==> config.mk <==
export PLATFORM = sky130hd
export DESIGN_NAME = text_console_writer_flat
export DESIGN_NICKNAME = d
export VERILOG_FILES = /design/src/rtl/text_console_writer_pkg.sv /design/src/rtl/text_console_writer_if.sv /design/src/rtl/text_console_writer.sv /design/src/flat_wrapper.sv
export SDC_FILE = /design/constraint.sdc
export NUM_CORES = 1
export LEC_CHECK = 0
export CORE_MARGIN = 2
export CORE_UTILIZATION = 36
export DETAILED_ROUTE_END_ITERATION = 8
export GPL_TIMING_DRIVEN = 0
export PLACE_DENSITY = 0.54
export REMOVE_ABC_BUFFERS = 1
export SETUP_SLACK_MARGIN = 0.1
export SKIP_CTS_REPAIR_TIMING = 1
export SLEW_MARGIN = 5
export SYNTH_ARGS = -nofsm -noshare
export SYNTH_HDL_FRONTEND = slang
export SYNTH_SLANG_ARGS = --single-unit
==> constraint.sdc <==
create_clock -name clk -period 4.8 [get_ports clk]
set_clock_uncertainty 0.15 [all_clocks]
set_input_delay 0.48 -clock clk [delete_from_list [all_inputs] [get_ports clk]]
set_output_delay 0.48 -clock clk [all_outputs]
set_load 0.02 [all_outputs]
==> src/rtl/text_console_writer_pkg.sv <==
// Shared definitions for the text console writer: control characters,
// FSM state encoding and the default 640x480 / 8x8-glyph screen geometry.
package text_console_writer_pkg;

  localparam int DEFAULT_COLS   = 80;
  localparam int DEFAULT_ROWS   = 60;
  localparam int DEFAULT_ADDR_W = 13;

  localparam logic [7:0] CH_SPACE = 8'h20;
  localparam logic [7:0] CH_BS    = 8'h08;
  localparam logic [7:0] CH_LF    = 8'h0A;
  localparam logic [7:0] CH_CR    = 8'h0D;
  localparam logic [7:0] CH_FF    = 8'h0C;

  typedef enum logic [1:0] {
    CLEAR_ALL,
    IDLE,
    CLEAR_LINE
  } state_t;

endpackage

==> src/rtl/text_console_writer_if.sv <==
// Byte-stream input (valid/ready) plus the character RAM write port.
// The writer is the slave of the byte stream and drives the RAM port.
interface text_console_writer_if #(
  parameter int ADDR_W = 13
) ();

  logic [7:0]        in_data;
  logic              in_valid;
  logic              in_ready;
  logic              wr_en;
  logic [ADDR_W-1:0] wr_addr;
  logic [7:0]        wr_data;

  modport slave (
    input  in_data, in_valid,
    output in_ready, wr_en, wr_addr, wr_data
  );

  modport master (
    output in_data, in_valid,
    input  in_ready, wr_en, wr_addr, wr_data
  );

endinterface

==> src/rtl/text_console_writer.sv <==
// Writer side of the character-cell text display. Accepts a byte stream,
// keeps a cursor, writes glyph codes into the character RAM and handles
// CR / LF / BS / FF. The screen wraps to row 0 instead of scrolling, and
// every newline blanks the row it lands on.
module text_console_writer
  import text_console_writer_pkg::*;
#(
  parameter int COLS   = DEFAULT_COLS,
  parameter int ROWS   = DEFAULT_ROWS,
  parameter int ADDR_W = DEFAULT_ADDR_W
) (
  input  logic                  clk,
  input  logic                  rst,
  text_console_writer_if.slave  bus,
  output logic [6:0]            cur_col,
  output logic [5:0]            cur_row,
  output logic                  busy
);

  if (ROWS * COLS > 2 ** ADDR_W) begin : g_geometry_check
    $error("text_console_writer: ROWS*COLS does not fit in ADDR_W");
  end

  // Sized copies of the geometry so comparisons stay width-exact.
  localparam logic [6:0]      COL_LAST = 7'(COLS - 1);
  localparam logic [5:0]      ROW_LAST = 6'(ROWS - 1);
  localparam logic [7:0]      LINE_END = 8'(COLS);
  localparam logic [ADDR_W:0] CLR_END  = (ADDR_W + 1)'(ROWS * COLS);
  localparam logic [ADDR_W-1:0] ROW_STEP = ADDR_W'(COLS);

  state_t            state, state_nxt;
  logic [6:0]        col, col_nxt;
  logic [5:0]        row, row_nxt;
  logic [ADDR_W-1:0] row_base, row_base_nxt;   // row * COLS, kept incrementally
  logic [ADDR_W:0]   clr_cnt, clr_cnt_nxt;     // full-screen clear address, one bit wider for the end mark
  logic [7:0]        line_cnt, line_cnt_nxt;   // cell index inside the row being blanked

  logic              wr_en_q, wr_en_nxt;
  logic [ADDR_W-1:0] wr_addr_q, wr_addr_nxt;
  logic [7:0]        wr_data_q, wr_data_nxt;
  logic              in_ready_q, in_ready_nxt;
  logic              busy_q, busy_nxt;

  // Where the cursor lands on a newline, shared by LF and end-of-row wrap.
  logic              row_wrap;
  logic [5:0]        nl_row;
  logic [ADDR_W-1:0] nl_base;

  assign row_wrap = (row == ROW_LAST);
  assign nl_row   = row_wrap ? 6'd0 : row + 6'd1;
  assign nl_base  = row_wrap ? '0 : row_base + ROW_STEP;

  assign bus.wr_en    = wr_en_q;
  assign bus.wr_addr  = wr_addr_q;
  assign bus.wr_data  = wr_data_q;
  assign bus.in_ready = in_ready_q;
  assign cur_col      = col;
  assign cur_row      = row;
  assign busy         = busy_q;

  // State and registered outputs; reset restarts the full-screen clear.
  // NOTE: sequential state uses non-blocking assignments so every register
  // samples pre-edge values, independent of statement order.
  always_ff @(posedge clk) begin
    if (rst) begin
      state      <= CLEAR_ALL;
      col        <= '0;
      row        <= '0;
      row_base   <= '0;
      clr_cnt    <= '0;
      line_cnt   <= '0;
      wr_en_q    <= 1'b0;
      wr_addr_q  <= '0;
      wr_data_q  <= '0;
      in_ready_q <= 1'b0;
      busy_q     <= 1'b1;
    end else begin
      state      <= state_nxt;
      col        <= col_nxt;
      row        <= row_nxt;
      row_base   <= row_base_nxt;
      clr_cnt    <= clr_cnt_nxt;
      line_cnt   <= line_cnt_nxt;
      wr_en_q    <= wr_en_nxt;
      wr_addr_q  <= wr_addr_nxt;
      wr_data_q  <= wr_data_nxt;
      in_ready_q <= in_ready_nxt;
      busy_q     <= busy_nxt;
    end
  end

  // Next-state, cursor and write-port decisions for the coming cycle.
  always_comb begin
    // NOTE: every variable gets a default before the case so no path can
    // leave one unassigned and infer a latch.
    state_nxt    = state;
    col_nxt      = col;
    row_nxt      = row;
    row_base_nxt = row_base;
    clr_cnt_nxt  = clr_cnt;
    line_cnt_nxt = line_cnt;
    wr_en_nxt    = 1'b0;
    wr_addr_nxt  = wr_addr_q;
    wr_data_nxt  = wr_data_q;
    in_ready_nxt = 1'b0;
    busy_nxt     = 1'b1;

    case (state)
      CLEAR_ALL: begin
        if (clr_cnt == CLR_END) begin
          // Trailing cycle after the last write: home the cursor, open input.
          state_nxt    = IDLE;
          col_nxt      = '0;
          row_nxt      = '0;
          row_base_nxt = '0;
          in_ready_nxt = 1'b1;
          busy_nxt     = 1'b0;
        end else begin
          wr_en_nxt   = 1'b1;
          wr_addr_nxt = clr_cnt[ADDR_W-1:0];
          wr_data_nxt = CH_SPACE;
          clr_cnt_nxt = clr_cnt + 1'b1;
        end
      end

      CLEAR_LINE: begin
        if (line_cnt == LINE_END) begin
          state_nxt    = IDLE;
          in_ready_nxt = 1'b1;
          busy_nxt     = 1'b0;
        end else begin
          wr_en_nxt    = 1'b1;
          wr_addr_nxt  = row_base + ADDR_W'(line_cnt);
          wr_data_nxt  = CH_SPACE;
          line_cnt_nxt = line_cnt + 8'd1;
        end
      end

      IDLE: begin
        in_ready_nxt = 1'b1;
        busy_nxt     = 1'b0;
        if (bus.in_valid && in_ready_q) begin
          case (bus.in_data)
            CH_CR: col_nxt = '0;

            CH_LF: begin
              // LF has no glyph write, so the first blanking write is
              // issued right away and the row clear starts at cell 1.
              col_nxt      = '0;
              row_nxt      = nl_row;
              row_base_nxt = nl_base;
              wr_en_nxt    = 1'b1;
              wr_addr_nxt  = nl_base;
              wr_data_nxt  = CH_SPACE;
              line_cnt_nxt = 8'd1;
              state_nxt    = CLEAR_LINE;
              in_ready_nxt = 1'b0;
              busy_nxt     = 1'b1;
            end

            CH_BS: begin
              if (col != 7'd0) begin
                col_nxt     = col - 7'd1;
                wr_en_nxt   = 1'b1;
                wr_addr_nxt = row_base + ADDR_W'(col - 7'd1);
                wr_data_nxt = CH_SPACE;
              end
            end

            CH_FF: begin
              state_nxt    = CLEAR_ALL;
              clr_cnt_nxt  = '0;
              in_ready_nxt = 1'b0;
              busy_nxt     = 1'b1;
            end

            default: begin
              wr_en_nxt   = 1'b1;
              wr_addr_nxt = row_base + ADDR_W'(col);
              wr_data_nxt = bus.in_data;
              if (col == COL_LAST) begin
                // The glyph write occupies this slot; the row clear follows.
                col_nxt      = '0;
                row_nxt      = nl_row;
                row_base_nxt = nl_base;
                line_cnt_nxt = 8'd0;
                state_nxt    = CLEAR_LINE;
                in_ready_nxt = 1'b0;
                busy_nxt     = 1'b1;
              end else begin
                col_nxt = col + 7'd1;
              end
            end
          endcase
        end
      end

      default: begin
        state_nxt   = CLEAR_ALL;
        clr_cnt_nxt = '0;
      end
    endcase
  end

endmodule
==> src/flat_wrapper.sv <==
// flat-port wrapper written by rule: the top's interface ports become plain ports
module text_console_writer_flat import text_console_writer_pkg::*;
#(
  parameter int COLS   = DEFAULT_COLS,
  parameter int ROWS   = DEFAULT_ROWS,
  parameter int ADDR_W = DEFAULT_ADDR_W
)
  (clk, rst, cur_col, cur_row, busy, bus_in_data, bus_in_valid, bus_in_ready, bus_wr_en, bus_wr_addr, bus_wr_data);
  text_console_writer_if #(.ADDR_W(ADDR_W)) bus_i ();
  input  logic clk;
  input  logic rst;
  output logic [6:0] cur_col;
  output logic [5:0] cur_row;
  output logic busy;
  input wire logic [$bits(bus_i.in_data)-1:0] bus_in_data;
  input wire logic [$bits(bus_i.in_valid)-1:0] bus_in_valid;
  output wire logic [$bits(bus_i.in_ready)-1:0] bus_in_ready;
  output wire logic [$bits(bus_i.wr_en)-1:0] bus_wr_en;
  output wire logic [$bits(bus_i.wr_addr)-1:0] bus_wr_addr;
  output wire logic [$bits(bus_i.wr_data)-1:0] bus_wr_data;
  assign bus_i.in_data = bus_in_data;
  assign bus_i.in_valid = bus_in_valid;
  assign bus_in_ready = bus_i.in_ready;
  assign bus_wr_en = bus_i.wr_en;
  assign bus_wr_addr = bus_i.wr_addr;
  assign bus_wr_data = bus_i.wr_data;
  text_console_writer #(.COLS(COLS), .ROWS(ROWS), .ADDR_W(ADDR_W)) u_core (.clk(clk), .rst(rst), .bus(bus_i), .cur_col(cur_col), .cur_row(cur_row), .busy(busy));
endmodule
==> results.txt <==
----------------------------------------------------
[Status]
  Status ... completed

[Routing]
  Router iterations before antenna repair ... 6
  Residual DRC count ... 0
  Via count normalized by instance count ... approximately 6
  Final routed wirelength across all metal layers ... roughly 17000 um
  Via count ... roughly 5500
  Drt wl/cell ... 18.62 um
  Initial detailed-routing violation count ... 482
  Antenna Nets Post-Route ... 0

[Timing]
  Slew Viols, Final ... 0
  Min Clock Period, post-route ... 4.438 ns
  Worst Max-Slew Pin Slew ... approximately 1.1 ns
  Number of hold-slack violations in the final timing report ... 0
  Slew headroom ... 25.03%
  Slack of the critical path ... roughly 0.36 ns
  Final setup vio count ... 0
  Final cycle utilization of the critical path ... ~90%
  Setup repair after global routing missed its margin ... no
  Peak Freq ... 225.3 MHz

[Synthesis]
  Library cells used by synthesis ... 73
  Yosys top cell by area ... sky130_fd_sc_hd__dfxtp_1
  Sequential element share of the synthesized area ... a little over a quarter
  Most used flip-flop cell after synthesis ... sky130_fd_sc_hd__dfxtp_1
  Most instantiated library cell after synthesis ... sky130_fd_sc_hd__dfxtp_1
  Top area cells in the synthesized netlist ... sky130_fd_sc_hd__dfxtp_1 (27%), sky130_fd_sc_hd__ha_1 (8.2%), sky130_fd_sc_hd__a21oi_1 (5.4%), sky130_fd_sc_hd__nand2_1 (4.5%), sky130_fd_sc_hd__o21ai_0 (3.9%)
  Cell area after synthesis ... approximately 5500 um2
  Leading cell types by count after synthesis ... sky130_fd_sc_hd__dfxtp_1 (74), sky130_fd_sc_hd__nand2_1 (66), sky130_fd_sc_hd__a21oi_1 (59)
  Share of synthesized flip-flops with an asynchronous set or reset ... 0%
  Warnings from Yosys ... 0
  Number of instances in the synthesized netlist ... between 700 and 800
  Avg Cell Area, Syn ... approximately 8 um2
  Share of the synthesized area in the top cell type ... between 20 and 30%
  EDFF count, synth ... 0
  Count of state elements after synthesis ... between 70 and 80

[Pwr]
  LEAKAGE ... between 2 and 2.5 nW
  Internal power summed over all cells ... around 0.0013 W
  Worst-case vdd ir drop ... 0.0002315 V
  Sequential group share of total power ... 36.6%
  Clock share of power ... 39.8%
  Switching power summed over all nets ... roughly 0.00061 W
  Power density of the placed cells ... roughly 300 nW/um2
  Share of power burned in combinational logic ... a little under a quarter
  Switching part of the total power ... between 30% and 40%
  Overall power consumption ... roughly 0.0019 W

[Placement]
  Post-detailed-placement cell area ... between 6000 and 7000 um2
  Placement-stage worst setup slack ... -0.3921 ns
  Weighted congestion reported at the end of routability-driven placement ... 0.9302
  Number of buffers inserted by port buffering ... 47
  Sum of net half-perimeters after detailed placement ... roughly 12000 um

[Floorplan]
  Die width ... between 100 and 150 um
  Standard-cell rows ... 45
  Die Y ... between 100 and 150 um
  Die footprint ... roughly 16000 um2
  I/O pin cnt ... 48
  Initial Utilization ... a little over a third
  Area of the core ... roughly 15000 um2

[GRT]
  Total overflow reported by the global router ... 0
  Wire length of the first global-routing pass ... around 27000 um
  Maximum number of pins on one net before global-route repair ... 39
  Number of global-route vias before repair ... between 5000 and 6000
  Initial antenna violation count ... 0
  GRT Total Usage ... approximately a fifth

[Clock network]
  Clock insertion delay at the later pin of the skew report ... around 0.35 ns
  Reg clk slew, reported paths ... approximately 0.060 ns
  Buffer depth of the longest clock path ... 2
  Master cell of the clock root buffer ... sky130_fd_sc_hd__clkbuf_16
  CTS sink cnt ... 74
  Clock tree from TritonCTS ... built
  Clock buffer count from CTS ... 9
  H-tree levels ... 3

[Setup path]
  Worst reg2reg path startpoint ... u_core.state[0]$_SDFFE_PP0P_
  CP Launch Type ... input pin
  Capturing point of the worst reg2reg path ... u_core.bus.wr_addr[11]$_SDFFE_PP0P_
  Critical Path AT ... around 4.5 ns
  Endpoint class of the critical path ... flip-flop
  Setup Crit Path Kind ... in2reg
  Largest fanout on the critical path ... 12
  Setup slack of the most critical reg-to-reg path ... a little over 1 ns
  Number of cells traversed by the worst register-to-register path ... 6
  Required time of the critical path ... 4.85 ns

[Layout]
  Fraction of layout cells with a size suffix above 1 ... 5.495%
  Area delta synth->final ... 16.47%
  Final #Nets ... 772
  Fin area ... between 6000 and 7000 um2
  Antenna fix cells ... 0

[Flow run]
  Total of max-cap violations ... 0

[Hold path]
  Hold depth ... 2
  Type of the most critical hold path ... reg2reg
  Start point of the worst min-delay path ... u_core.bus.wr_data[4]$_SDFFE_PP0P_
  Worst Hold End ... u_core.bus.wr_data[4]$_SDFFE_PP0P_

----------------------------------------------------
[cell usage in the layout, fill, tap and decap left out, types with 5 or more instances in the layout]
| cell | instances |
|---|---|
| sky130_fd_sc_hd__a211oi_1 | 6 |
| sky130_fd_sc_hd__mux2i_1 | 7 |
| sky130_fd_sc_hd__o2111ai_1 | 5 |
| sky130_fd_sc_hd__nand3b_1 | 6 |
| sky130_fd_sc_hd__or3_1 | 14 |
| sky130_fd_sc_hd__clkdlybuf4s50_1 | 46 |
| sky130_fd_sc_hd__nor2_1 | 48 |
| sky130_fd_sc_hd__nand2_1 | 66 |
| sky130_fd_sc_hd__xnor2_1 | 21 |
| sky130_fd_sc_hd__inv_1 | 27 |
| sky130_fd_sc_hd__o21ai_0 | 42 |
| sky130_fd_sc_hd__and2_1 | 9 |
| sky130_fd_sc_hd__o211ai_1 | 16 |
| sky130_fd_sc_hd__ha_1 | 35 |
| sky130_fd_sc_hd__a221oi_1 | 8 |
| sky130_fd_sc_hd__a31oi_1 | 8 |
| sky130_fd_sc_hd__o31ai_1 | 9 |
| sky130_fd_sc_hd__nand4_1 | 8 |
| sky130_fd_sc_hd__nor4_1 | 7 |
| sky130_fd_sc_hd__a21oi_1 | 59 |
| sky130_fd_sc_hd__or2_2 | 6 |
| sky130_fd_sc_hd__xor2_1 | 14 |
| sky130_fd_sc_hd__o221ai_1 | 7 |
| sky130_fd_sc_hd__dfxtp_1 | 74 |
| sky130_fd_sc_hd__o21a_1 | 7 |
| sky130_fd_sc_hd__a21o_1 | 8 |
| sky130_fd_sc_hd__nand3_1 | 28 |
| sky130_fd_sc_hd__nand2b_1 | 6 |
| sky130_fd_sc_hd__clkbuf_16 | 9 |
| sky130_fd_sc_hd__nor3_1 | 20 |
| sky130_fd_sc_hd__and3_1 | 10 |
[metal layers]
layer  up-vias  GRT usage [%]  part of all wire (%)
met5         -              0                     0
met4         0          9.114                   2.6
met3        28          2.931                   5.8
met2       186          33.00                    46
met1      2622          29.24                    46
li1       2684              -                     -
[power by group through the flow]
stage | clock, W | sequential (W) | combinational, W
2_1_floorplan | 0 | 0.000725 | 0.000235
3_3_place_gp | 0 | 0.000701 | 0.000435
3_5_place_dp | 0 | 0.000703 | 0.000441
4_1_cts | 0.000767 | 0.000690 | 0.000443
5_1_grt | 0.000798 | 0.000695 | 0.000485
6_report | 0.000751 | 0.000690 | 0.000445
[how the worst max path moves through the flow]
stage	start	to	depth (start not counted)	slack [ns]
floorplan	bus_in_data[5]	u_core.bus.wr_addr[8]$_SDFFE_PP0P_	12	0.95
global placement	bus_in_data[5]	u_core.bus.wr_addr[11]$_SDFFE_PP0P_	12	-0.42
detailed placement	bus_in_data[5]	u_core.bus.wr_addr[11]$_SDFFE_PP0P_	12	-0.39
CTS	bus_in_data[5]	u_core.bus.wr_addr[11]$_SDFFE_PP0P_	12	-0.06
global route	bus_in_data[5]	u_core.bus.wr_addr[8]$_SDFFE_PP0P_	13	0.17
finish	bus_in_data[5]	u_core.bus.wr_addr[8]$_SDFFE_PP0P_	13	0.36
[kinds of logic after synthesis]
| logic type | synth area share [%] |
|---|---|
| flops | 27.01 |
| simple gates | 23.97 |
| fa+ha+maj | 8.942 |
| mux | 1.893 |
| buf+inv | 4.904 |
| compound gates | 27.69 |
| xor+xnor | 5.589 |
[area by class of cell]
| type | count | area (um2) |
|---|---|---|
| clock buffer | 10 | 239.0 |
| timing repair buffer | 48 | 473.0 |
| tap | 188 | 235.2 |
| inverter | 28 | 105.1 |
| sequential | 74 | 1481 |
| multi-input combinational | 562 | 3766 |
| clock inverter | 6 | 88.84 |
| fill | 1512 | 8645 |
[critical path, stage by stage]
cell and delay, ns:
sky130_fd_sc_hd__clkdlybuf4s50_1 0.45, sky130_fd_sc_hd__or4b_1 0.79, sky130_fd_sc_hd__nor4_4 0.53, sky130_fd_sc_hd__ha_1 0.20, sky130_fd_sc_hd__inv_1 0.04, sky130_fd_sc_hd__ha_1 0.21
sky130_fd_sc_hd__fa_1 0.43, sky130_fd_sc_hd__a21oi_1 0.19, sky130_fd_sc_hd__o221ai_1 0.25, sky130_fd_sc_hd__a31oi_1 0.25, sky130_fd_sc_hd__xnor2_1 0.08, sky130_fd_sc_hd__a211oi_1 0.44
sky130_fd_sc_hd__o41ai_1 0.13
[flip-flops by register name, indices dropped and copies added (netlist names)]
name,flops
u_core.bus.in_ready,1
u_core.bus.wr_addr,13
u_core.bus.wr_data,8
u_core.bus.wr_en,1
u_core.busy,1
u_core.clr_cnt,14
u_core.cur_col,7
u_core.cur_row,6
u_core.line_cnt,8
u_core.row_base,13
u_core.state,2
[stage by stage]
stage / hold slack (ns) / util (%) / setup TNS [ns] / instances
after floorplan: 0.3034 / - / 0 / 664
after detailed placement: 0.2956 / 40.11 / -1.531 / 900
after global placement: 0.2922 / 40.09 / -1.683 / 899
final: 0.3036 / 42.50 / 0 / 916
after global routing: 0.3282 / 42.50 / 0 / 916
after CTS: 0.3045 / 42.29 / -0.05952 / 916
Power figures use the tool's default switching activity.
